<file path="config.mk">
export PLATFORM = sky130hd
export DESIGN_NAME = fan_timer_ctrl_flat
export DESIGN_NICKNAME = d
export VERILOG_FILES = /design/src/rtl/fan_timer_if.sv /design/src/rtl/fan_timer_ctrl.sv /design/src/flat_wrapper.sv
export SDC_FILE = /design/constraint.sdc
export NUM_CORES = 1
export LEC_CHECK = 0
export BUFFER_PORTS_ARGS = -buffer_cell sky130_fd_sc_hd__buf_2
export CORE_ASPECT_RATIO = 0.5
export CORE_MARGIN = 5
export CORE_UTILIZATION = 40
export DETAILED_ROUTE_END_ITERATION = 16
export SYNTH_ARGS = -nofsm -noshare
export SYNTH_HDL_FRONTEND = slang
export SYNTH_SLANG_ARGS = --single-unit
</file>
<file path="constraint.sdc">
create_clock -name i_clk -period 6.4 [get_ports i_clk]
set_clock_uncertainty 0.05 [all_clocks]
set_input_delay 0.64 -clock i_clk [delete_from_list [all_inputs] [get_ports i_clk]]
set_output_delay 0.64 -clock i_clk [all_outputs]
set_load 0.03 [all_outputs]
</file>
<file path="src/rtl/fan_timer_if.sv">
// Button-pulse inputs and timer status outputs of the fan off-timer.
// The block is the slave; the button front-end and fan FSM side is the master.
interface fan_timer_if #(
    parameter int N_PRESETS = 3,
    parameter int CNT_W     = 8
);
    localparam int PRW = $clog2(N_PRESETS + 1);

    logic             i_button_U;
    logic             i_button_C;
    logic             i_button_D;
    logic [2:0]       o_timerState;
    logic [PRW-1:0]   o_preset;
    logic [CNT_W-1:0] o_remaining;
    logic             o_done_pulse;
    logic             o_fan_en;

    modport slave (
        input  i_button_U, i_button_C, i_button_D,
        output o_timerState, o_preset, o_remaining, o_done_pulse, o_fan_en
    );

    modport master (
        output i_button_U, i_button_C, i_button_D,
        input  o_timerState, o_preset, o_remaining, o_done_pulse, o_fan_en
    );
endinterface

</file>
<file path="src/rtl/fan_timer_ctrl.sv">
// Fan off-timer: preset selection, 1 s prescaled countdown with pause/resume,
// and a DONE state that gates the fan until acknowledged.
module fan_timer_ctrl #(
    parameter int TICK_DIV  = 100_000_000,
    parameter int N_PRESETS = 3,
    parameter int STEP_SEC  = 5,
    parameter int CNT_W     = 8
) (
    input  logic        i_clk,
    input  logic        i_reset,
    fan_timer_if.slave  bus
);
    localparam int PRW = $clog2(N_PRESETS + 1);
    localparam int PW  = (TICK_DIV > 1) ? $clog2(TICK_DIV) : 1;

    localparam logic [2:0] ST_IDLE   = 3'd0;
    localparam logic [2:0] ST_SELECT = 3'd1;
    localparam logic [2:0] ST_RUN    = 3'd2;
    localparam logic [2:0] ST_PAUSE  = 3'd3;
    localparam logic [2:0] ST_DONE   = 3'd4;

    logic [2:0]       state_q,  state_d;
    logic [PRW-1:0]   preset_q, preset_d;
    logic [CNT_W-1:0] remain_q, remain_d;
    logic [PW-1:0]    presc_q,  presc_d;
    logic             done_q,   done_d;
    logic             tick_s;

    assign tick_s = (presc_q == PW'(TICK_DIV - 1));

    // State and counter registers with immediate asynchronous reset
    always_ff @(posedge i_clk or posedge i_reset) begin
        if (i_reset) begin
            state_q  <= ST_IDLE;
            preset_q <= PRW'(0);
            remain_q <= CNT_W'(0);
            presc_q  <= PW'(0);
            done_q   <= 1'b0;
        end else begin
            state_q  <= state_d;
            preset_q <= preset_d;
            remain_q <= remain_d;
            presc_q  <= presc_d;
            done_q   <= done_d;
        end
    end

    // Next-state logic; button priority inside each state is D > C > U
    always_comb begin
        state_d  = state_q;
        preset_d = preset_q;
        remain_d = remain_q;
        presc_d  = presc_q;
        done_d   = 1'b0;
        case (state_q)
            ST_IDLE: begin
                if (bus.i_button_U) begin
                    state_d  = ST_SELECT;
                    preset_d = PRW'(1);
                    remain_d = CNT_W'(STEP_SEC);
                end else begin
                    state_d = ST_IDLE;
                end
            end
            ST_SELECT: begin
                if (bus.i_button_D) begin
                    state_d  = ST_IDLE;
                    preset_d = PRW'(0);
                    remain_d = CNT_W'(0);
                end else if (bus.i_button_C) begin
                    state_d = ST_RUN;
                    presc_d = PW'(0);
                end else if (bus.i_button_U) begin
                    if (preset_q == PRW'(N_PRESETS)) begin
                        state_d  = ST_IDLE;
                        preset_d = PRW'(0);
                        remain_d = CNT_W'(0);
                    end else begin
                        preset_d = preset_q + PRW'(1);
                        remain_d = CNT_W'((32'(preset_q) + 32'd1) * 32'(STEP_SEC));
                    end
                end else begin
                    state_d = ST_SELECT;
                end
            end
            ST_RUN: begin
                // Cancel beats expiry, expiry beats pause
                if (bus.i_button_D) begin
                    state_d  = ST_IDLE;
                    preset_d = PRW'(0);
                    remain_d = CNT_W'(0);
                    presc_d  = PW'(0);
                end else if (tick_s && (remain_q <= CNT_W'(1))) begin
                    state_d  = ST_DONE;
                    remain_d = CNT_W'(0);
                    presc_d  = PW'(0);
                    done_d   = 1'b1;
                end else if (bus.i_button_C) begin
                    state_d = ST_PAUSE;
                end else if (tick_s) begin
                    presc_d  = PW'(0);
                    remain_d = remain_q - CNT_W'(1);
                end else begin
                    presc_d = presc_q + PW'(1);
                end
            end
            ST_PAUSE: begin
                if (bus.i_button_D) begin
                    state_d  = ST_IDLE;
                    preset_d = PRW'(0);
                    remain_d = CNT_W'(0);
                    presc_d  = PW'(0);
                end else if (bus.i_button_C) begin
                    state_d = ST_RUN;
                end else begin
                    state_d = ST_PAUSE;
                end
            end
            ST_DONE: begin
                if (bus.i_button_D) begin
                    state_d  = ST_IDLE;
                    preset_d = PRW'(0);
                    remain_d = CNT_W'(0);
                    presc_d  = PW'(0);
                end else begin
                    state_d = ST_DONE;
                end
            end
            default: begin
                state_d  = ST_IDLE;
                preset_d = PRW'(0);
                remain_d = CNT_W'(0);
                presc_d  = PW'(0);
            end
        endcase
    end

    // Outputs come straight from registers; only the fan enable is decoded
    always_comb begin
        bus.o_timerState = state_q;
        bus.o_preset     = preset_q;
        bus.o_remaining  = remain_q;
        bus.o_done_pulse = done_q;
        bus.o_fan_en     = (state_q != ST_DONE);
    end
endmodule

</file>
<file path="src/flat_wrapper.sv">
// flat-port wrapper written by rule: the top's interface ports become plain ports
module fan_timer_ctrl_flat 
#(
    parameter int TICK_DIV  = 100_000_000,
    parameter int N_PRESETS = 3,
    parameter int STEP_SEC  = 5,
    parameter int CNT_W     = 8
)
  (i_clk, i_reset, bus_i_button_U, bus_i_button_C, bus_i_button_D, bus_o_timerState, bus_o_preset, bus_o_remaining, bus_o_done_pulse, bus_o_fan_en);
  fan_timer_if #(.N_PRESETS(N_PRESETS), .CNT_W(CNT_W)) bus_i ();
  input  logic i_clk;
  input  logic i_reset;
  input wire logic [$bits(bus_i.i_button_U)-1:0] bus_i_button_U;
  input wire logic [$bits(bus_i.i_button_C)-1:0] bus_i_button_C;
  input wire logic [$bits(bus_i.i_button_D)-1:0] bus_i_button_D;
  output wire logic [$bits(bus_i.o_timerState)-1:0] bus_o_timerState;
  output wire logic [$bits(bus_i.o_preset)-1:0] bus_o_preset;
  output wire logic [$bits(bus_i.o_remaining)-1:0] bus_o_remaining;
  output wire logic [$bits(bus_i.o_done_pulse)-1:0] bus_o_done_pulse;
  output wire logic [$bits(bus_i.o_fan_en)-1:0] bus_o_fan_en;
  assign bus_i.i_button_U = bus_i_button_U;
  assign bus_i.i_button_C = bus_i_button_C;
  assign bus_i.i_button_D = bus_i_button_D;
  assign bus_o_timerState = bus_i.o_timerState;
  assign bus_o_preset = bus_i.o_preset;
  assign bus_o_remaining = bus_i.o_remaining;
  assign bus_o_done_pulse = bus_i.o_done_pulse;
  assign bus_o_fan_en = bus_i.o_fan_en;
  fan_timer_ctrl #(.TICK_DIV(TICK_DIV), .N_PRESETS(N_PRESETS), .STEP_SEC(STEP_SEC), .CNT_W(CNT_W)) u_core (.i_clk(i_clk), .i_reset(i_reset), .bus(bus_i));
endmodule
</file>
==> results of run 1 <==
[logic make-up (layout without fill, tap and decap cells)]
| family | count (synthesis) | in the layout |
|---|---|---|
| AO/OA/AOI/OAI | 88 | 88 |
| XOR/XNOR | 2 | 2 |
| adder cells (fa/ha/maj) | 4 | 4 |
| buffers and inverters | 21 | 36 |
| flip-flops | 41 | 41 |
| multiplexers | 3 | 3 |
| AND/OR/NAND/NOR | 108 | 108 |
[routing by layer]
layer / share of wire, % / GRT usage [%] / wire [um]
met5: 0 / 0 / 0
met4: 0.86 / 5.56 / 48
met2: 45 / 23.4 / 2490
met3: 4.8 / 3.91 / 266
met1: 50 / 21.0 / 2780
[final cells by class]
| class | count | share of cell area, % |
|---|---|---|
| clock buffer | 7 | 5.31 |
| timing repair buffer | 20 | 3.82 |
| inverter | 9 | 1.26 |
| tap | 73 | 3.40 |
| multi-input combinational | 205 | 48.0 |
| sequential | 41 | 38.2 |
[per-stage QoR]
step	setup slack (ns)	util, %
2_1_floorplan	3.73	-
3_3_place_gp	2.90	44.9
3_5_place_dp	2.81	44.9
4_1_cts	2.80	47.5
5_1_grt	2.55	47.5
6_report	2.81	47.5
[registers in the layout (all words and copies together), names as in the netlist]
register and flops:
u_core.bus.o_done_pulse 1, u_core.bus.o_preset 2, u_core.bus.o_remaining 8, u_core.bus.o_timerState 3, u_core.presc_q 27
[report_power, final]
part / total [uW] / switching [uW] / internal, uW
clock: 247 / 93.5 / 153
sequential: 311 / 32.7 / 279
combinational: 207 / 141 / 66.2
total: 765 / 267 / 498
[cells in the mapped netlist (2+ instances only)]
master | count | area [sq um]
dfrtp_1 | 41 | 1030
o21ai_0 | 29 | 145
nand2_1 | 26 | 97.6
nor2_1 | 17 | 63.8
o31ai_1 | 16 | 120
a21oi_1 | 15 | 75.1
nand3_1 | 12 | 60.1
inv_1 | 9 | 33.8
or3_1 | 8 | 50.1
clkbuf_1 | 7 | 26.3
o21ai_1 | 6 | 30.0
or4_1 | 6 | 45.0
buf_2 | 5 | 25.0
nand4_1 | 5 | 31.3
and3_1 | 4 | 25.0
ha_1 | 4 | 50.1
nand2b_1 | 4 | 25.0
nor2b_1 | 4 | 25.0
nor3_1 | 3 | 15.0
o41ai_1 | 3 | 26.3
or2_2 | 3 | 18.8
a2111oi_2 | 2 | 30.0
a31oi_1 | 2 | 12.5
and2_1 | 2 | 12.5
mux2_2 | 2 | 22.5
nand3b_1 | 2 | 15.0
nand4b_1 | 2 | 17.5
nor4_1 | 2 | 12.5
o31a_1 | 2 | 17.5
or4b_1 | 2 | 20.0
xnor2_1 | 2 | 17.5
[critical path, cell delays in order, from the launching register on]
cell	delay (ns)
dfrtp_1	0.44
or4b_1	0.54
or4_4	0.55
nand4b_1	0.49
a21o_1	0.66
or4_1	0.63
a21oi_1	0.15
[worst max path at each step]
stage                 startpoint                         to  cells past startpoint  slack [ns]
6_report       u_core.presc_q[9]         u_core.presc_q[23]                      6        2.81
5_1_grt        u_core.presc_q[9]         u_core.presc_q[21]                      6        2.55
4_1_cts        u_core.presc_q[9]         u_core.presc_q[21]                      6        2.80
3_5_place_dp   u_core.presc_q[9]         u_core.presc_q[23]                      6        2.81
3_3_place_gp   u_core.presc_q[9]         u_core.presc_q[21]                      6        2.90
2_1_floorplan  u_core.presc_q[9]  u_core.bus.o_remaining[2]                      7        3.73
==> results.tsv, run 1 <==
metric	value	unit
Clk Tree Root Cell	clkbuf_16	
final hold viol count	0	
max-capacitance violation count	0	
drt initial violations	93	
Rows	19	
Mapped Cells	267	
largest net degree at the start of global routing	42	
core area	5660	sq um
Yosys reg bits	41	
DRT antenna net count	0	
wire per inst	15.7	um
Post-DP HPWL	3.86	mm
Post-Synth XOR/XNOR Area	0.730	%
CTS sink count	41	
Placer Congestion	0.888	
Final TNS setup	0	ns
relative slew slack	35.5	%
launching point of the worst reg2reg path	u_core.presc_q[9]	
kind of critical path	register to register	
Max Slew Vio Count	0	
Synth Area in Adders	2.09	%
DR vias	2096	
Die W	120	um
Avg Cell Area, Syn	8.99	sq um
main combinational cell family by area after synthesis	compound AO/OA/AOI/OAI gates	
HP Class	input port to asynchronous set/reset pin	
clock buffer depth	2	
Final Cell Area	2690	sq um
endpoint class of the critical path	register	
Fin Hold WS	0.443	ns
most common cell after layout, fill and taps aside	dfrtp_1	
first-pass GRT wire length	9.56	mm
Multi-input gate area	1290	sq um
Filler cells	529	
syn nets	276	
EDFF count, synth	0	
worst slew pin tran	0.967	ns
Setup violations, final	0	
nets@finish	291	
htree depth	2	
die area	7740	sq um
CTS tree	built	
status	complete, no violations	
vias in the first global route	1992	
Synth Warn #	0	
antenna violations before repair	0	
maximum vdd drop	0.000204	V
Mapped Area	2400	sq um
Top FF cell, synth	dfrtp_1	
power consumption	765	uW
Post-DP Area	2540	sq um
Area Overhead vs Synth	11.9	%
Simple-Gate Fraction of Synth Area	24.7	%
Storage cell area	1030	sq um
Die Y	64.8	um
maximum clock rate	279	MHz
gr ovfl total	0	
Cell Count Post-Placement	348	
IO Pins	20	
share of cells above drive strength 1	14.2	%
r2r worst-path depth	6	
IO buf count	19	
Worst-Skew Late Latency	0.28	ns
post-route clock period utilization	56.1	%
CP arrival	3.74	ns
routed wire length	5.59	mm
FFs w/ async S/R, synth	100	%
DR pass1 iterations	4	
postcts setup bufs	0	
commonest non-fill, non-tap cells in the layout	dfrtp_1 (41), o21ai_0 (29), nand2_1 (26), buf_2 (19), nor2_1 (17)	
ant diodes	0	
worst-path maximum fanout	37	
clock-pin slew on the worst setup and hold paths	0.06	ns
Seq/Total Area, Yosys	42.8	%
vias per inst	5.90	
startpoint types	register	
post-CTS sizing	0	
Hold-fix buffers, CTS	0	
Synth Area in Compound Gates	24.8	%
# DRC	0	
final non-filler cell total	355	
reg-to-reg slack, setup	2.81	ns
Total GRT Usage	15.2	%
number of unique standard cell types used by synthesis	51	
Lkg Pwr	0.00109	uW
RR Endpoint	u_core.presc_q[23]	
Power Density	285	nW/um^2
CP required	6.55	ns
starting density of the core	42.4	%
CTS Buf Count	5	
unrepaired setup endpoints after global routing	false	
Final min period	3.59	ns
multiplexer area fraction after synthesis	1.36	%
No activity file was read; power rests on OpenSTA's default activity.
==> inputs of run 2 (changes only) <==
==> constraint.sdc (replaced) <==
create_clock -name i_clk -period 3 [get_ports i_clk]
set_clock_uncertainty 0.05 [all_clocks]
set_input_delay 0.3 -clock i_clk [delete_from_list [all_inputs] [get_ports i_clk]]
set_output_delay 0.3 -clock i_clk [all_outputs]
set_load 0.03 [all_outputs]
==> results.tsv, run 2 (synthesized netlist as in run 1, its figures left out) <==
metric	value	unit	change
Worst-Skew Late Latency	0.28	ns	about the same
worst path cell trace	or4b_1 > or4_4 > nand4b_1 > a21o_2 > or4_1 > a21oi_1		was or4b_1 > or4_4 > nand4b_1 > a21o_1 > or4_1 > a21oi_1
commonest non-fill, non-tap cells in the layout	dfrtp_1 (41), o21ai_0 (29), nand2_1 (26), buf_2 (19), buf_4 (18)		was dfrtp_1 (41), o21ai_0 (29), nand2_1 (26), buf_2 (19), nor2_1 (17)
Max Slew Vio Count	0		unchanged
share of cells above drive strength 1	19.0	%	was 14.2%
dpl ws	0.0232	ns	was 2.81 ns
Sw Share	35.0	%	was 34.9%
r2r worst-path depth	6		unchanged
maximum clock rate	346	MHz	was 279 MHz
starting density of the core	42.4	%	unchanged
startpoint types	register		unchanged
status	complete, no violations		unchanged
max-capacitance violation count	0		unchanged
nets@finish	308		was 291
Crit path largest cell delay	0.55	ns	was 0.66 ns
CTS sink count	41		unchanged
htree depth	2		unchanged
sw power	579	uW	was 267 uW
CP required	3.15	ns	was 6.55 ns
ant diodes	0		unchanged
Clk network pwr share	31.0	%	was 32.2%
kind of critical path	register to register		unchanged
Final TNS setup	0	ns	unchanged
Lkg Pwr	0.00117	uW	was 0.00109 uW
worst-path maximum fanout	24		was 37
drt initial violations	174		was 93
die area	7740	sq um	unchanged
final non-filler cell total	373		was 355
Placer Congestion	0.865		was 0.888
DR pass1 iterations	4		unchanged
clock buffer depth	2		unchanged
internal power	1080	uW	was 498 uW
post-route clock period utilization	96.3	%	was 56.1%
largest net degree at the start of global routing	29		was 42
maximum vdd drop	0.000408	V	was 0.000204 V
number of flip-flops in the largest register	27		unchanged
Area Overhead vs Synth	17.0	%	was 11.9%
vias in the first global route	2166		was 1,992
HP Class	input port to asynchronous set/reset pin		unchanged
DR vias	2207		was 2,096
Logic pwr share	28.8	%	was 27.0%
routed wire length	5.78	mm	was 5.59 mm
vias per inst	5.92		was 5.90
Final WS setup	0.110	ns	was 2.81 ns
relative slew slack	63.5	%	was 35.5%
Die Y	64.8	um	unchanged
unrepaired setup endpoints after global routing	false		unchanged
gr ovfl total	0		unchanged
Final min period	2.89	ns	was 3.59 ns
CTS tree	built		unchanged
Die W	120	um	unchanged
IO Pins	20		unchanged
Rows	19		unchanged
worst slew pin tran	0.547	ns	was 0.967 ns
first-pass GRT wire length	10.3	mm	was 9.56 mm
core area	5660	sq um	unchanged
endpoint class of the critical path	register		unchanged
postcts setup bufs	0		unchanged
Largest Register	u_core.presc_q		unchanged
DRT antenna net count	0		unchanged
Power Density	589	nW/um^2	was 285 nW/um^2
Flop pwr share	40.2	%	was 40.7%
most common cell after layout, fill and taps aside	dfrtp_1		unchanged
CP arrival	3.04	ns	was 3.74 ns
clock-pin slew on the worst setup and hold paths	0.06	ns	about the same
Critical-path top delay cell	or4_4		was a21o_1
Total GRT Usage	16.1	%	was 15.2%
# DRC	0		unchanged
Clk Tree Root Cell	clkbuf_16		unchanged
Cell Count Post-Placement	365		was 348
antenna violations before repair	0		unchanged
IO buf count	19		unchanged
wire per inst	15.5	um	was 15.7 um
Setup violations, final	0		unchanged
Post-DP HPWL	4.18	mm	was 3.86 mm
final hold viol count	0		unchanged
CTS Buf Count	5		unchanged
run 2: worst max-delay path, delay by kind of cell, from the launching register on:
kind / cells / cell delay (ns)
simple gates: 4 / 1.83
compound gates: 2 / 0.56
flops: 1 / 0.37
run 2: metrics by stage:
stage	util [%]	hold slack, ns	area [sq um]	power, uW
after floorplan	-	0.403	2400	995
after global placement	47.2	0.318	2670	1150
after detailed placement	47.2	0.331	2670	1150
after CTS	49.6	0.0340	2810	1670
after global routing	49.6	0.0932	2810	1760
final	49.6	0.00770	2810	1660
run 2: final timing paths:
path	slack [ns]	endpoint	start
worst min register to register	0.46	u_core.presc_q[4]	u_core.presc_q[4]
worst max-delay path	0.11	u_core.presc_q[7]	u_core.presc_q[9]
max in group asynchronous	2.12	u_core.presc_q[11]	i_reset
worst max register to register	0.11	u_core.presc_q[7]	u_core.presc_q[9]
worst min-delay path	0.008	u_core.bus.o_timerState[0]	i_reset
min in group i_clk	0.27	u_core.bus.o_timerState[2]	bus_i_button_D
run 2: timing repair:
item / CTS / global route
resized for setup: 0 / 1
hold buffers: 0 / 0
endpoints found under the hold margin: 0 / 0
endpoints found under the setup margin: 0 / 8
run 2: routing by layer:
| metal | up-vias | GRT usage [%] | part of all wire (%) |
|---|---|---|---|
| li1 | 1069 | - | - |
| met1 | 1085 | 21.9 | 49 |
| met2 | 48 | 26.7 | 46 |
| met3 | 5 | 3.04 | 3.4 |
| met4 | 0 | 4.28 | 0.80 |
| met5 | - | 0 | 0 |
run 2: cell type report:
cell class,count,area (sq um)
Tap cell,73,91.3
Multi-Input combinational cell,205,1290
Fill cell,536,2850
Clock buffer,8,136
Inverter,9,33.8
Timing Repair Buffer,37,230
Sequential cell,41,1030
run 2: power by group through the flow:
stage          logic (uW)  clock network, uW  registers, uW
6_report              477                514            665
5_1_grt               528                559            674
4_1_cts               477                528            664
3_5_place_dp          476                  0            673
3_3_place_gp          475                  0            670
2_1_floorplan         265                  0            730
==> inputs of run 3 (changes only) <==
==> constraint.sdc (replaced) <==
create_clock -name i_clk -period 3.3 [get_ports i_clk]
set_clock_uncertainty 0.05 [all_clocks]
set_input_delay 0.33 -clock i_clk [delete_from_list [all_inputs] [get_ports i_clk]]
set_output_delay 0.33 -clock i_clk [all_outputs]
set_load 0.03 [all_outputs]
==> results.tsv, run 3 (synthesized netlist as in run 1, its figures left out) <==
metric	value	unit	change
CP arrival	3.17	ns	was 3.04 ns
Die W	120	um	unchanged
kind of critical path	register to register		unchanged
post-CTS sizing	0		unchanged
most common cell after layout, fill and taps aside	dfrtp_1		unchanged
core area	5660	sq um	unchanged
Final TNS setup	0	ns	unchanged
drt initial violations	151		was 174
Worst-Skew Late Latency	0.28	ns	about the same
vias per inst	5.94		was 5.92
Placer Congestion	0.901		was 0.865
final non-filler cell total	363		was 373
IO buf count	19		unchanged
starting density of the core	42.4	%	unchanged
DRT antenna net count	0		unchanged
Power Density	540	nW/um^2	was 589 nW/um^2
Max Slew Vio Count	0		unchanged
clock-pin slew on the worst setup and hold paths	0.06	ns	about the same
Setup violations, final	0		unchanged
largest net degree at the start of global routing	42		was 29
reg-to-reg slack, setup	0.22	ns	was 0.11 ns
worst path cell trace	or4b_1 > or4_4 > o41ai_4 > or3_1 > o21ai_0		was or4b_1 > or4_4 > nand4b_1 > a21o_2 > or4_1 > a21oi_1
maximum vdd drop	0.000425	V	was 0.000408 V
Area Overhead vs Synth	14.2	%	was 17.0%
unrepaired setup endpoints after global routing	false		unchanged
# DRC	0		unchanged
Die Y	64.8	um	unchanged
htree depth	2		unchanged
relative slew slack	58.4	%	was 63.5%
Final Cell Area	2740	sq um	was 2810 sq um
Critical-path top delay cell	o41ai_4		was or4_4
routed wire length	5.81	mm	was 5.78 mm
Crit path largest cell delay	0.62	ns	was 0.55 ns
share of cells above drive strength 1	16.9	%	was 19.0%
commonest non-fill, non-tap cells in the layout	dfrtp_1 (41), o21ai_0 (29), nand2_1 (26), buf_2 (19), nor2_1 (17)		was dfrtp_1 (41), o21ai_0 (29), nand2_1 (26), buf_2 (19), buf_4 (18)
Post-DP Area	2610	sq um	was 2670 sq um
wire per inst	16.0	um	was 15.5 um
DR pass1 iterations	4		unchanged
launching point of the worst reg2reg path	u_core.presc_q[9]		unchanged
Lkg Pwr	0.00113	uW	was 0.00117 uW
ant diodes	0		unchanged
gr ovfl total	0		unchanged
max-capacitance violation count	0		unchanged
RR Endpoint	u_core.presc_q[2]		was u_core.presc_q[7]
Hold-fix buffers, CTS	0		unchanged
CP Launch Point	u_core.presc_q[9]		unchanged
postcts setup bufs	0		unchanged
Clk Tree Root Cell	clkbuf_16		unchanged
Multi-input gate area	1290	sq um	about the same
Storage cell area	1030	sq um	unchanged
Final min period	3.08	ns	was 2.89 ns
Total GRT Usage	16.0	%	was 16.1%
Largest Register	u_core.presc_q		unchanged
post-route clock period utilization	93.3	%	was 96.3%
final hold viol count	0		unchanged
CTS sink count	41		unchanged
clock buffer depth	2		unchanged
Rows	19		unchanged
status	complete, no violations		unchanged
CP Depth	5		was 6
startpoint types	register		unchanged
CTS tree	built		unchanged
Filler cells	544		was 536
Layout Utilization	48.4	%	was 49.6%
CP endpoint	u_core.presc_q[2]		was u_core.presc_q[7]
number of flip-flops in the largest register	27		unchanged
CP required	3.39	ns	was 3.15 ns
die area	7740	sq um	unchanged
endpoint class of the critical path	register		unchanged
IO Pins	20		unchanged
vias in the first global route	2076		was 2,166
r2r worst-path depth	5		was 6
CTS Buf Count	5		unchanged
DR vias	2155		was 2,207
Crit path max-delay family	simple AND/OR/NAND/NOR gates		unchanged
Cell Count Post-Placement	357		was 365
nets@finish	300		was 308
HP Class	input port to asynchronous set/reset pin		unchanged
CP Buf/Inv Count	0		unchanged
worst slew pin tran	0.624	ns	was 0.547 ns
antenna violations before repair	0		unchanged
worst-path maximum fanout	13		was 24
first-pass GRT wire length	10.1	mm	was 10.3 mm
Post-DP HPWL	4.04	mm	was 4.18 mm
maximum clock rate	325	MHz	was 346 MHz
run 3: cell types whose count changed in the layout (fill, tap and decap cells not counted):
cell	change
buf_4	-8
clkinv_2	+1
clkbuf_1	-3
a21o_1	+1
a21o_2	-1
run 3: how the worst min path moves through the flow:
stage | to | slack, ns
finish | u_core.bus.o_remaining[6] | 0.13
global route | u_core.presc_q[22] | 0.20
CTS | u_core.bus.o_remaining[6] | 0.15
detailed placement | u_core.bus.o_remaining[6] | 0.45
global placement | u_core.bus.o_remaining[7] | 0.44
floorplan | u_core.presc_q[12] | 0.42
run 3: layer usage:
layer | up-vias | part of all wire [%] | track usage, %
li1 | 1047 | - | -
met1 | 1044 | 50 | 22.1
met2 | 56 | 44 | 24.9
met3 | 8 | 4.7 | 4.08
met4 | 0 | 1.3 | 4.99
met5 | - | 0 | 0
run 3: worst min-delay path: stages:
cell,delay (ns)
buf_2,0.09
inv_1,0.04
buf_4,0.45
run 3: final cells by class:
type                            instances  share of cell area (%)
Tap cell                               73                    3.33
Clock inverter                          1                   0.183
Inverter                                9                    1.23
Multi-Input combinational cell        205                    47.0
Timing Repair Buffer                   29                    6.21
Sequential cell                        41                    37.4
Clock buffer                            5                    4.57
run 3: metrics by stage:
stage / setup slack [ns] / power, uW / hold WS (ns)
5_1_grt: 0.0904 / 1570 / 0.202
6_report: 0.221 / 1480 / 0.130
2_1_floorplan: 0.631 / 905 / 0.415
3_5_place_dp: 0.267 / 1030 / 0.449
4_1_cts: 0.244 / 1500 / 0.149
3_3_place_gp: 0.327 / 1020 / 0.437
run 3: where the power goes:
part           leakage [uW]  total (uW)  internal (uW)  switching [uW]
Combinational      0.000501         421            145             275
Clock             0.0000655         456            270             185
Sequential         0.000562         604            540            63.9
